===== src/rtl/nibble_serial_adder_pkg.sv =====
// Shared definitions for the nibble-serial adder: slice width and FSM state encoding.
package nibble_serial_adder_pkg;

  localparam int NIBBLE_W = 4;

  typedef enum logic [1:0] {
    IDLE = 2'd0,
    RUN  = 2'd1,
    DONE = 2'd2
  } stateT;

endpackage


===== src/rtl/nibble_add4.sv =====
// Four-bit ripple-carry adder stage, purely combinational, shared by every nibble of a wide add.
module nibble_add4
  import nibble_serial_adder_pkg::*;
(
  input  logic [NIBBLE_W-1:0] a,
  input  logic [NIBBLE_W-1:0] b,
  input  logic                ci,
  output logic [NIBBLE_W-1:0] s,
  output logic                co
);

  logic rippleCarry;

  // Bit-by-bit ripple so the stage mirrors a real 4-bit adder cell.
  always_comb begin
    s = '0;
    rippleCarry = ci;
    for (int i = 0; i < NIBBLE_W; i++) begin
      s[i] = a[i] ^ b[i] ^ rippleCarry;
      rippleCarry = (a[i] & b[i]) | (rippleCarry & (a[i] ^ b[i]));
    end
    co = rippleCarry;
  end

endmodule


===== src/rtl/nibble_serial_adder.sv =====
// Multi-cycle wide adder: sequences operands through one 4-bit adder, LS nibble first,
// chaining the carry through a flop and collecting the result nibbles into a shift register.
module nibble_serial_adder
  import nibble_serial_adder_pkg::*;
#(
  parameter int NIBBLES = 4,
  localparam int WIDTH = NIBBLE_W * NIBBLES
) (
  input  logic             clock,
  input  logic             reset,
  input  logic             start,
  input  logic [WIDTH-1:0] op_a,
  input  logic [WIDTH-1:0] op_b,
  input  logic             cin,
  output logic             busy,
  output logic             done,
  output logic [WIDTH-1:0] sum,
  output logic             cout,
  output logic             overflow
);

  localparam int IDX_W = (NIBBLES > 1) ? $clog2(NIBBLES) : 1;
  localparam logic [IDX_W-1:0] LAST_IDX = IDX_W'(NIBBLES - 1);

  stateT state, stateNext;

  logic [IDX_W-1:0]    idx;
  logic                carry;
  logic [WIDTH-1:0]    aReg, bReg, partial, partialNext;
  logic [NIBBLE_W-1:0] addS;
  logic                addCo;
  logic                accept, lastNibble;

  assign accept     = start && (state != RUN);
  assign lastNibble = (state == RUN) && (idx == LAST_IDX);

  nibble_add4 adder (
    .a  (aReg[NIBBLE_W-1:0]),
    .b  (bReg[NIBBLE_W-1:0]),
    .ci (carry),
    .s  (addS),
    .co (addCo)
  );

  // The fresh nibble enters at the top so after NIBBLES shifts the LS nibble sits at bit 0.
  always_comb begin
    partialNext = partial >> NIBBLE_W;
    partialNext[WIDTH-1 -: NIBBLE_W] = addS;
  end

  always_ff @(posedge clock or posedge reset) begin
    if (reset) state <= IDLE;
    else       state <= stateNext;
  end

  always_comb begin
    stateNext = state;
    unique case (state)
      IDLE:    stateNext = start ? RUN : IDLE;
      RUN:     stateNext = (idx == LAST_IDX) ? DONE : RUN;
      DONE:    stateNext = start ? RUN : IDLE;
      default: stateNext = IDLE;
    endcase
  end

  always_comb begin
    busy = 1'b0;
    done = 1'b0;
    unique case (state)
      RUN:     busy = 1'b1;
      DONE:    done = 1'b1;
      default: ;
    endcase
  end

  // On the last nibble the low slices still hold the operand MSBs, which feed overflow.
  always_ff @(posedge clock or posedge reset) begin
    if (reset) begin
      idx      <= '0;
      carry    <= 1'b0;
      aReg     <= '0;
      bReg     <= '0;
      partial  <= '0;
      sum      <= '0;
      cout     <= 1'b0;
      overflow <= 1'b0;
    end else if (accept) begin
      aReg  <= op_a;
      bReg  <= op_b;
      carry <= cin;
      idx   <= '0;
    end else if (state == RUN) begin
      aReg    <= aReg >> NIBBLE_W;
      bReg    <= bReg >> NIBBLE_W;
      partial <= partialNext;
      carry   <= addCo;
      idx     <= idx + IDX_W'(1);
      if (lastNibble) begin
        sum      <= partialNext;
        cout     <= addCo;
        overflow <= (aReg[NIBBLE_W-1] == bReg[NIBBLE_W-1]) &&
                    (addS[NIBBLE_W-1] != aReg[NIBBLE_W-1]);
      end
    end
  end

endmodule


===== config.mk =====
export PLATFORM = sky130hd
export DESIGN_NAME = nibble_serial_adder
export DESIGN_NICKNAME = d
export VERILOG_FILES = /design/src/rtl/nibble_serial_adder_pkg.sv /design/src/rtl/nibble_add4.sv /design/src/rtl/nibble_serial_adder.sv
export SDC_FILE = /design/constraint.sdc
export NUM_CORES = 1
export LEC_CHECK = 0
export CAP_MARGIN = 10
export CORE_MARGIN = 5
export CORE_UTILIZATION = 34
export DETAILED_ROUTE_END_ITERATION = 10
export SLEW_MARGIN = 20
export SYNTH_ARGS = -nofsm -noshare
export SYNTH_HDL_FRONTEND = slang
export SYNTH_SLANG_ARGS = --single-unit

===== constraint.sdc =====
create_clock -name clock -period 7.1 [get_ports clock]
set_input_delay 1.42 -clock clock [delete_from_list [all_inputs] [get_ports clock]]
set_output_delay 1.42 -clock clock [all_outputs]
set_load 0.02 [all_outputs]

# Yosys cells after proc, flatten, opt, wreduce, memory -nomap -nowiden
# Index checks and enable logic that the tools add are counted.
dict set report totals {
  register_bits 71
  latchBits 0
  ramBits 0
  mem_bits_ro 0
  in_bits 36
  out_inout_bits 20
  elab_cells 58
  n_memories 0
}
dict set report op_classes {
  addsub 1
  mul 0
  div_mod_pow 0
  magnitude_cmp 0
  eq_ne 6
  n_shift 0
  muxes 13
  n_bitwise 21
  reduce_logical 8
}
# op count
set ops {}
lappend ops {{16-bit two-way mux} 4}
lappend ops {{1-bit AND} 8}
lappend ops {{1-bit XOR} 8}
lappend ops {{2-bit two-way mux} 3}
lappend ops {{1-bit two-way mux} 5}
lappend ops {{2-bit == test (second input constant)} 2}
lappend ops {{1-bit OR} 4}
lappend ops {{2-bit case mux with 2 select lines} 1}
lappend ops {{1-bit logical AND} 3}
lappend ops {{3-bit AND reduction} 1}
lappend ops {{2-bit by 1-bit adder with 2-bit output (second input constant)} 1}
lappend ops {{2-bit by 1-bit == test with 1-bit output (second input constant)} 1}
lappend ops {{2-bit zero test} 1}
lappend ops {{2-bit by 1-bit inequality test with 1-bit output (second input constant)} 1}
lappend ops {{2-bit AND reduction} 1}
lappend ops {{2-bit nonzero test} 1}
lappend ops {{2-bit OR reduction} 1}
lappend ops {{1-bit == test} 1}
lappend ops {{1-bit inequality test} 1}
lappend ops {{1-bit inverter} 1}

# Logic depth before layout (Yosys ltp)
# Gate-level depths: netlist of the first run.
dict set report logic_depth {
  depth_word 11
  mapped_depth 9
  mapped_depth_nobuf 9
}

# By module
# A second synthesis of the first run with hierarchy kept.
dict set report hier_totals {
  cells_unflattened 234
  area_unflattened_um2 2946.6
}
# mod instances cells_each area_each_um2 seq_area_each_um2
set modules_own_cells {}
lappend modules_own_cells {nibble_serial_adder 1 220 2829.0 1676.6}
lappend modules_own_cells {nibble_add4 1 14 117.6 0.0}

# Worst setup path after synthesis of the first run
# No wires, ideal clock.
dict set report synth_path {
  path_type {reg2reg}
  startpoint {reg aReg[0]}
  endpoint {reg overflow}
  setup_time_ns 0.122
  t_arrival_ns 2.258
  required_time_ns 6.978
  setup_slack_ns 4.721
  stages_incl_launch_ff 10
  n_path_buf 0
  synth_period_minus_slack_ns 2.379
  path_cell_list {dfrtp_1 fa_1 inv_1 fa_1 inv_1 fa_1 inv_1 fa_1 xnor2_1 a32o_1}
}
dict set report synth_between {
  elab_chain_cells 10
  elab_cells_between_ends 11
  classes_between {eq/ne (1); bitwise (9); reduce/logical (1)}
}
# element line
set synth_rtl {}
lappend synth_rtl {{start: declaration} nibble_serial_adder.sv:29} ;# logic [WIDTH-1:0] aReg, bReg, partial, partialNext;
lappend synth_rtl {{start signal: assignment} nibble_serial_adder.sv:88} ;# aReg <= op_a;
lappend synth_rtl {{start signal: assignment} nibble_serial_adder.sv:93} ;# aReg <= aReg >> NIBBLE_W;
lappend synth_rtl {{1-bit XOR} nibble_add4.sv:20} ;# rippleCarry = (a[i] & b[i]) | (rippleCarry & (a[i] ^ b[i]));
lappend synth_rtl {{1-bit AND} nibble_add4.sv:20}
lappend synth_rtl {{1-bit OR (*)} nibble_add4.sv:20}
lappend synth_rtl {{1-bit AND (*)} nibble_add4.sv:20}
lappend synth_rtl {{1-bit OR (*)} nibble_add4.sv:20}
lappend synth_rtl {{1-bit AND (*)} nibble_add4.sv:20}
lappend synth_rtl {{1-bit OR (*)} nibble_add4.sv:20}
lappend synth_rtl {{1-bit XOR (*)} nibble_add4.sv:19} ;# s[i] = a[i] ^ b[i] ^ rippleCarry;
lappend synth_rtl {{1-bit inequality test (*)} nibble_serial_adder.sv:102} ;# (addS[NIBBLE_W-1] != aReg[NIBBLE_W-1]);
lappend synth_rtl {{1-bit logical AND (*)} nibble_serial_adder.sv:101} ;# overflow <= (aReg[NIBBLE_W-1] == bReg[NIBBLE_W-1]) &&
lappend synth_rtl {{end signal: assignment} nibble_serial_adder.sv:101}
lappend synth_rtl {{end: declaration} nibble_serial_adder.sv:19} ;# output logic overflow
# Every way passes the cells marked *; elsewhere a longest branch is shown, timed or not.
# A chain may end at the register's enable or synchronous reset.

# Worst setup path in the final report of the first run
dict set report layout_path {
  startpoint {reg state[1]}
  endpoint {out busy}
}
dict set report layout_between {
  elab_chain_cells 2
}
# element line
set layout_rtl {}
lappend layout_rtl {{start: declaration} nibble_serial_adder.sv:25} ;# stateT state, stateNext;
lappend layout_rtl {{start signal: assignment} nibble_serial_adder.sv:53} ;# else state <= stateNext;
lappend layout_rtl {{2-bit by 1-bit == test with 1-bit output} nibble_serial_adder.sv:69} ;# unique case (state)
lappend layout_rtl {{1-bit two-way mux} nibble_serial_adder.sv:69}
lappend layout_rtl {{end: declaration} nibble_serial_adder.sv:15} ;# output logic busy,
# No other way between the ends.

==> reports/summary.txt, run 1 <==
Status = finished clean
Vias per inst = 4.45
Final Cell Area = 3940 sq um
First-pass GRT wire length = 9370 um
Chip width = 106 um
Area of the die = 11300 sq um
Post-synthesis cell count = 206
Fin crit period = 4.38 ns
Postcts setup bufs = 0
Wire length per cell = 14.6 um
Worst path required time = 5.68 ns
Final setup TNS = 0 ns
CTS Buffer Depth = 2
Ys Warns = 0
Post-synth top area share = 53.0%
# H-tree levels = 3
Worst-skew pair later-pin latency = 0.34 ns
Seq cells post-synth = 67
Vias in the first global route = 1824
Layout cell share with drive strength beyond 1 = 32.0%
Crit Path Class = register to output pin
CP Cell Sequence = nand2b_2 > inv_1 > clkdlybuf4s50_1
Post-Syn Area = 3160 sq um
Cell type with the largest total area after synthesis = dfrtp_1
Worst Hold Depth = 1
FP Rows = 35
Area grow syn2layout = 24.7%
Worst-path clk slew = 0.06 ns
Gate power share = 44.2%
HP Class = register to register
GR Util All Layers = 10.7%
Ports = 56
PostCTS Resize Cnt = 0
Endpoints failing setup = 0
Hold EP = sum[2]$_DFFE_PP0P_
Unrepaired setup endpoints after global routing = false
Top post-synthesis cells by area = dfrtp_1, mux2_4, mux2_2, mux2i_1, fa_1
Slew margin rel. = 30.5%
Worst r2r src = aReg[0]$_DFFE_PP0P_
Sequential fraction of the synthesis area = 53.0%
Pin count of the biggest net entering global routing = 68
Placed inst area = 3750 sq um
Netlist cell types = 20
Synthesized Nets = 248
Sequential share of power = 38.1%
CTS tree = built
Initial Util = 34.5%
Final wirelength = 5510 um
Final Worst Setup Slack = 2.72 ns
Slowest stage delay, CP = 0.84 ns
Die Ht = 106 um
Tightest Pin Transition = 1.04 ns
Detailed Route Iter0 Violations = 46
Crit share post-route = 61.7%
Core ar. = 9150 sq um
DP HPWL = 3710 um
Power density cells = 449 nW/um^2
Ant diodes = 0
Worst R2R End = overflow$_DFFE_PP0P_
Leakage = 1.86 nW
Crit. End Element = output pin
Cell internal pwr = 1.21 mW
Fillers = 851
Clock power share = 17.7%
GP Congestion = 0.668
Total number of vias = 1677
Syn Area/Cell = 15.3 sq um
Num CTS Buffers = 9
Final Slew Violations = 0
PortBufs = 55
CTS Root Cell = clkbuf_8
Worst R2R Path Depth = 9
Peak supply drop = 134 uV
Crit path max-delay cell type = inv_1
R2r setup slk = 4.58 ns
Arr. time, crit path = 2.96 ns
Pre-antenna DRT Iters = 4
Fmax = 228 MHz
Sw Ratio = 31.9%
Clk_skew = 0.00758 ns
Nets@finish = 304
CTS Sinks = 67
Worst-path maximum fanout = 30
Initial antenna violation count = 0
DR DRC count = 0
Setup crit start kind = register
Gr ovfl total = 0
Hold Buf Count CTS = 0
Post-route ant nets = 0
Net Switching = 0.563 mW
Max-cap violation count = 0
Setup WS pre-CTS = 3.03 ns
Hold Path Origin = partial[6]$_DFFE_PP0P_
Final hold vios = 0
-- Yosys cell counts, drive strengths merged --
cell type,number
a32o,1
buf,11
dfrtp,67
fa,4
ha,2
inv,16
mux2,73
mux2i,16
nand2b,2
nand3b,1
nor2,8
nor2b,3
o22ai,1
xnor2,1
-- final cells by class --
class	instances	area, sq um	area share, %
clock buffers	13	159	4.03
clock inverters	2	35.0	0.889
inverters	16	60.1	1.52
multi-input cells	112	1320	33.5
flip-flops and latches	67	1680	42.5
well taps	111	139	3.52
repair buffers	56	553	14.0
-- registers in the layout (all words and copies together), names as in the netlist --
signal    cells
sum          16
partial      12
carry         1
cout          1
aReg         16
state         2
bReg         16
overflow      1
idx           2
-- metrics by stage --
stage          std cells  total power [mW]  utilization (%)  hold slack, ns
2_1_floorplan        206              1.24                -           0.453
3_3_place_gp         362              1.46             40.9           0.466
3_5_place_dp         362              1.48             40.9           0.475
4_1_cts              377              1.80             43.1           0.490
5_1_grt              377              1.90             43.1           0.510
6_report             377              1.77             43.1           0.488
-- worst max-delay path, delay by kind of cell (launching register included) --
family	cells	cell delay (ns)
flops	1	0.38
simple gates	1	0.64
buf+inv	2	1.59
-- kinds of logic (layout without fill, tap and decap cells) --
kind of cell / count (synthesis) / in the layout / synth area share, %
multiplexers: 89 / 89 / 35.4
flip-flops: 67 / 67 / 53.0
buffers and inverters: 27 / 87 / 5.30
AND/OR/NAND/NOR: 14 / 14 / 2.18
adder cells (fa/ha/maj): 6 / 6 / 3.33
AO/OA/AOI/OAI: 2 / 2 / 0.515
XOR/XNOR: 1 / 1 / 0.277
-- layout by cell type, fill, tap and decap left out, drive strengths merged, types with 2 or more instances in the layout --
master,synthesis,routed
buf,11,2
mux2,73,73
clkbuf,0,13
mux2i,16,16
nor2b,3,3
dfrtp,67,67
ha,2,2
nand2b,2,2
fa,4,4
inv,16,16
nor2,8,8
clkdlybuf4s50,0,54
-- power groups by stage --
stage          registers, mW  logic [mW]  clock network, mW
2_1_floorplan          0.710       0.531                  0
3_3_place_gp           0.676       0.779                  0
4_1_cts                0.677       0.797              0.325
5_1_grt                0.700       0.854              0.343
6_report               0.673       0.783              0.313
3_5_place_dp           0.683       0.794                  0
-- how the worst max path moves through the flow --
stage                        from                  end  slack [ns]  cells past startpoint
3_5_place_dp   state[1]$_DFF_PP0_                 busy        3.03                      3
3_3_place_gp   state[1]$_DFF_PP0_                 busy        3.04                      3
5_1_grt        state[1]$_DFF_PP0_                 busy        2.52                      3
4_1_cts        state[1]$_DFF_PP0_                 busy        2.64                      3
6_report       state[1]$_DFF_PP0_                 busy        2.72                      3
2_1_floorplan               reset  aReg[0]$_DFFE_PP0P_        4.00                      1
-- layer usage --
metal | vias up | routed length, um | GRT usage (%)
li1 | 811 | - | -
met1 | 815 | 2740 | 14.6
met2 | 49 | 2410 | 15.2
met3 | 2 | 343 | 4.74
met4 | 0 | 25 | 3.29
met5 | - | 0 | 0
No activity file was read; power rests on OpenSTA's default activity.
==> run 2: changes to the inputs <==
==> constraint.sdc (replaced) <==
create_clock -name clock -period 4.5 [get_ports clock]
set_input_delay 0.9 -clock clock [delete_from_list [all_inputs] [get_ports clock]]
set_output_delay 0.9 -clock clock [all_outputs]
set_load 0.02 [all_outputs]
==> run 2 against run 1 <==
Effect of this change:
- count of clock-buffer cells in the layout shrank 1
- clock skew grew 0.0025 ns
- critical path depth up 1
- sequential power grew 58%
- combinational power up 57%
- first-iteration DRC count down 8.7%
- total power is 61% higher
- non-clock buffer count up 2
- wire length increased by 1.7%
- largest cell class unchanged
- die area did not move
- register-to-register slack got worse by 2.6 ns
- clock power grew 80%
==> reports/summary.txt, run 2 (synthesized netlist as in run 1, its figures left out) <==
FP Rows = 35
# H-tree levels = 3
Net Switching = 0.895 mW
Power density cells = 715 nW/um^2
Crit share post-route = 63.2%
Sequential share of power = 37.0%
Tightest Pin Transition = 1.01 ns
Postcts setup bufs = 0
Hold Buf Count CTS = 0
Nets@finish = 306
Final hold vios = 0
Max-cap violation count = 0
Arr. time, crit path = 1.94 ns
Ant diodes = 0
DR DRC count = 0
Slew margin rel. = 32.5%
Detailed Route Iter0 Violations = 42
Final Worst Setup Slack = 1.66 ns
Setup crit start kind = register
Chip width = 106 um
Status = finished clean
Endpoints failing setup = 0
First-pass GRT wire length = 9340 um
Most frequent cells in the layout = dfrtp_1, clkdlybuf4s50_1, mux2_4
Die Ht = 106 um
Pre-antenna DRT Iters = 4
Worst-path clk slew = 0.07 ns
Clock power share = 19.8%
CTS Sinks = 67
Area of the die = 11300 sq um
Initial Util = 34.5%
PortBufs = 55
CTS tree = built
Layout cell share with drive strength beyond 1 = 33.1%
CP Cell Sequence = nand2b_2 > buf_4 > inv_1 > clkdlybuf4s50_1
Slowest stage delay, CP = 0.56 ns
Cell internal pwr = 1.96 mW
Crit Path Class = register to output pin
Vias in the first global route = 1845
GP Congestion = 0.667
Fmax = 352 MHz
Gate power share = 43.2%
Area grow syn2layout = 26.2%
Vias per inst = 4.56
Ports = 56
Final setup TNS = 0 ns
Worst-skew pair later-pin latency = 0.34 ns
Final Slew Violations = 0
Core ar. = 9150 sq um
Pin count of the biggest net entering global routing = 42
GR Util All Layers = 10.7%
Clk_skew = 0.0101 ns
Register area = 1680 sq um
Peak supply drop = 392 uV
Final wirelength = 5610 um
CTS Root Cell = clkbuf_8
PostCTS Resize Cnt = 0
Setup WS pre-CTS = 2.00 ns
Initial antenna violation count = 0
Fin crit period = 2.84 ns
Worst path required time = 3.60 ns
Unrepaired setup endpoints after global routing = false
Top Registers = aReg x16, bReg x16, sum x16
Gr ovfl total = 0
Num CTS Buffers = 9
Total number of vias = 1734
Multi-input gate area = 1320 sq um
Commonest non-fill, non-tap cell in the layout = dfrtp_1
Crit path max-delay cell type = clkdlybuf4s50_1
HP Class = register to register
Worst-path maximum fanout = 30
Leakage = 1.88 nW
Fillers = 848
Wire length per cell = 14.8 um
Sw Ratio = 31.4%
DP HPWL = 3880 um
CTS Buffer Depth = 2
Post-route ant nets = 0
Crit. End Element = output pin
run 2: layout make-up:
type | instances | share of cell area (%)
Sequential cell | 67 | 42.0
Tap cell | 111 | 3.48
Timing Repair Buffer | 58 | 14.2
Inverter | 16 | 1.51
Multi-Input combinational cell | 112 | 33.1
Clock buffer | 12 | 3.89
Clock inverter | 4 | 1.82
run 2: power groups by stage:
stage | combinational [mW] | sequential [mW] | clock (mW)
floorplan | 0.837 | 1.12 | 0
global placement | 1.23 | 1.06 | 0
finish | 1.23 | 1.06 | 0.564
CTS | 1.26 | 1.07 | 0.582
global route | 1.35 | 1.10 | 0.608
detailed placement | 1.26 | 1.08 | 0
run 2: metal layers:
metal,GRT usage [%],wire (um),up-vias
met2,15.2,2450,48
li1,-,-,820
met4,3.84,61,0
met3,4.43,346,8
met5,0,0,-
met1,14.5,2750,858
run 2: per-stage QoR:
stage / cell area, sq um / hold slack, ns / std cells / util [%] / power (mW)
3_3_place_gp: 3760 / 0.466 / 364 / 41.1 / 2.30
5_1_grt: 3990 / 0.513 / 380 / 43.6 / 3.06
3_5_place_dp: 3760 / 0.475 / 364 / 41.1 / 2.34
4_1_cts: 3990 / 0.492 / 380 / 43.6 / 2.91
2_1_floorplan: 3160 / 0.453 / 206 / - / 1.96
6_report: 3990 / 0.485 / 380 / 43.6 / 2.85
run 2: worst max-delay path, delay by kind of cell (launching register included):
family	cells	cell delay (ns)
simple gates	1	0.08
flops	1	0.42
buf+inv	3	1.10
run 2: final timing paths:
kind | from | endpoint | slack, ns | depth (start not counted)
max | state[0]$_DFF_PP0_ | busy | 1.66 | 4
max reg2reg | aReg[0]$_DFFE_PP0P_ | overflow$_DFFE_PP0P_ | 2.00 | 9
min reg2reg | partial[6]$_DFFE_PP0P_ | sum[2]$_DFFE_PP0P_ | 0.49 | 1
max in group asynchronous | reset | partial[11]$_DFFE_PP0P_ | 2.56 | 3
min in group asynchronous | reset | aReg[11]$_DFFE_PP0P_ | 1.06 | 2
min | partial[6]$_DFFE_PP0P_ | sum[2]$_DFFE_PP0P_ | 0.49 | 1
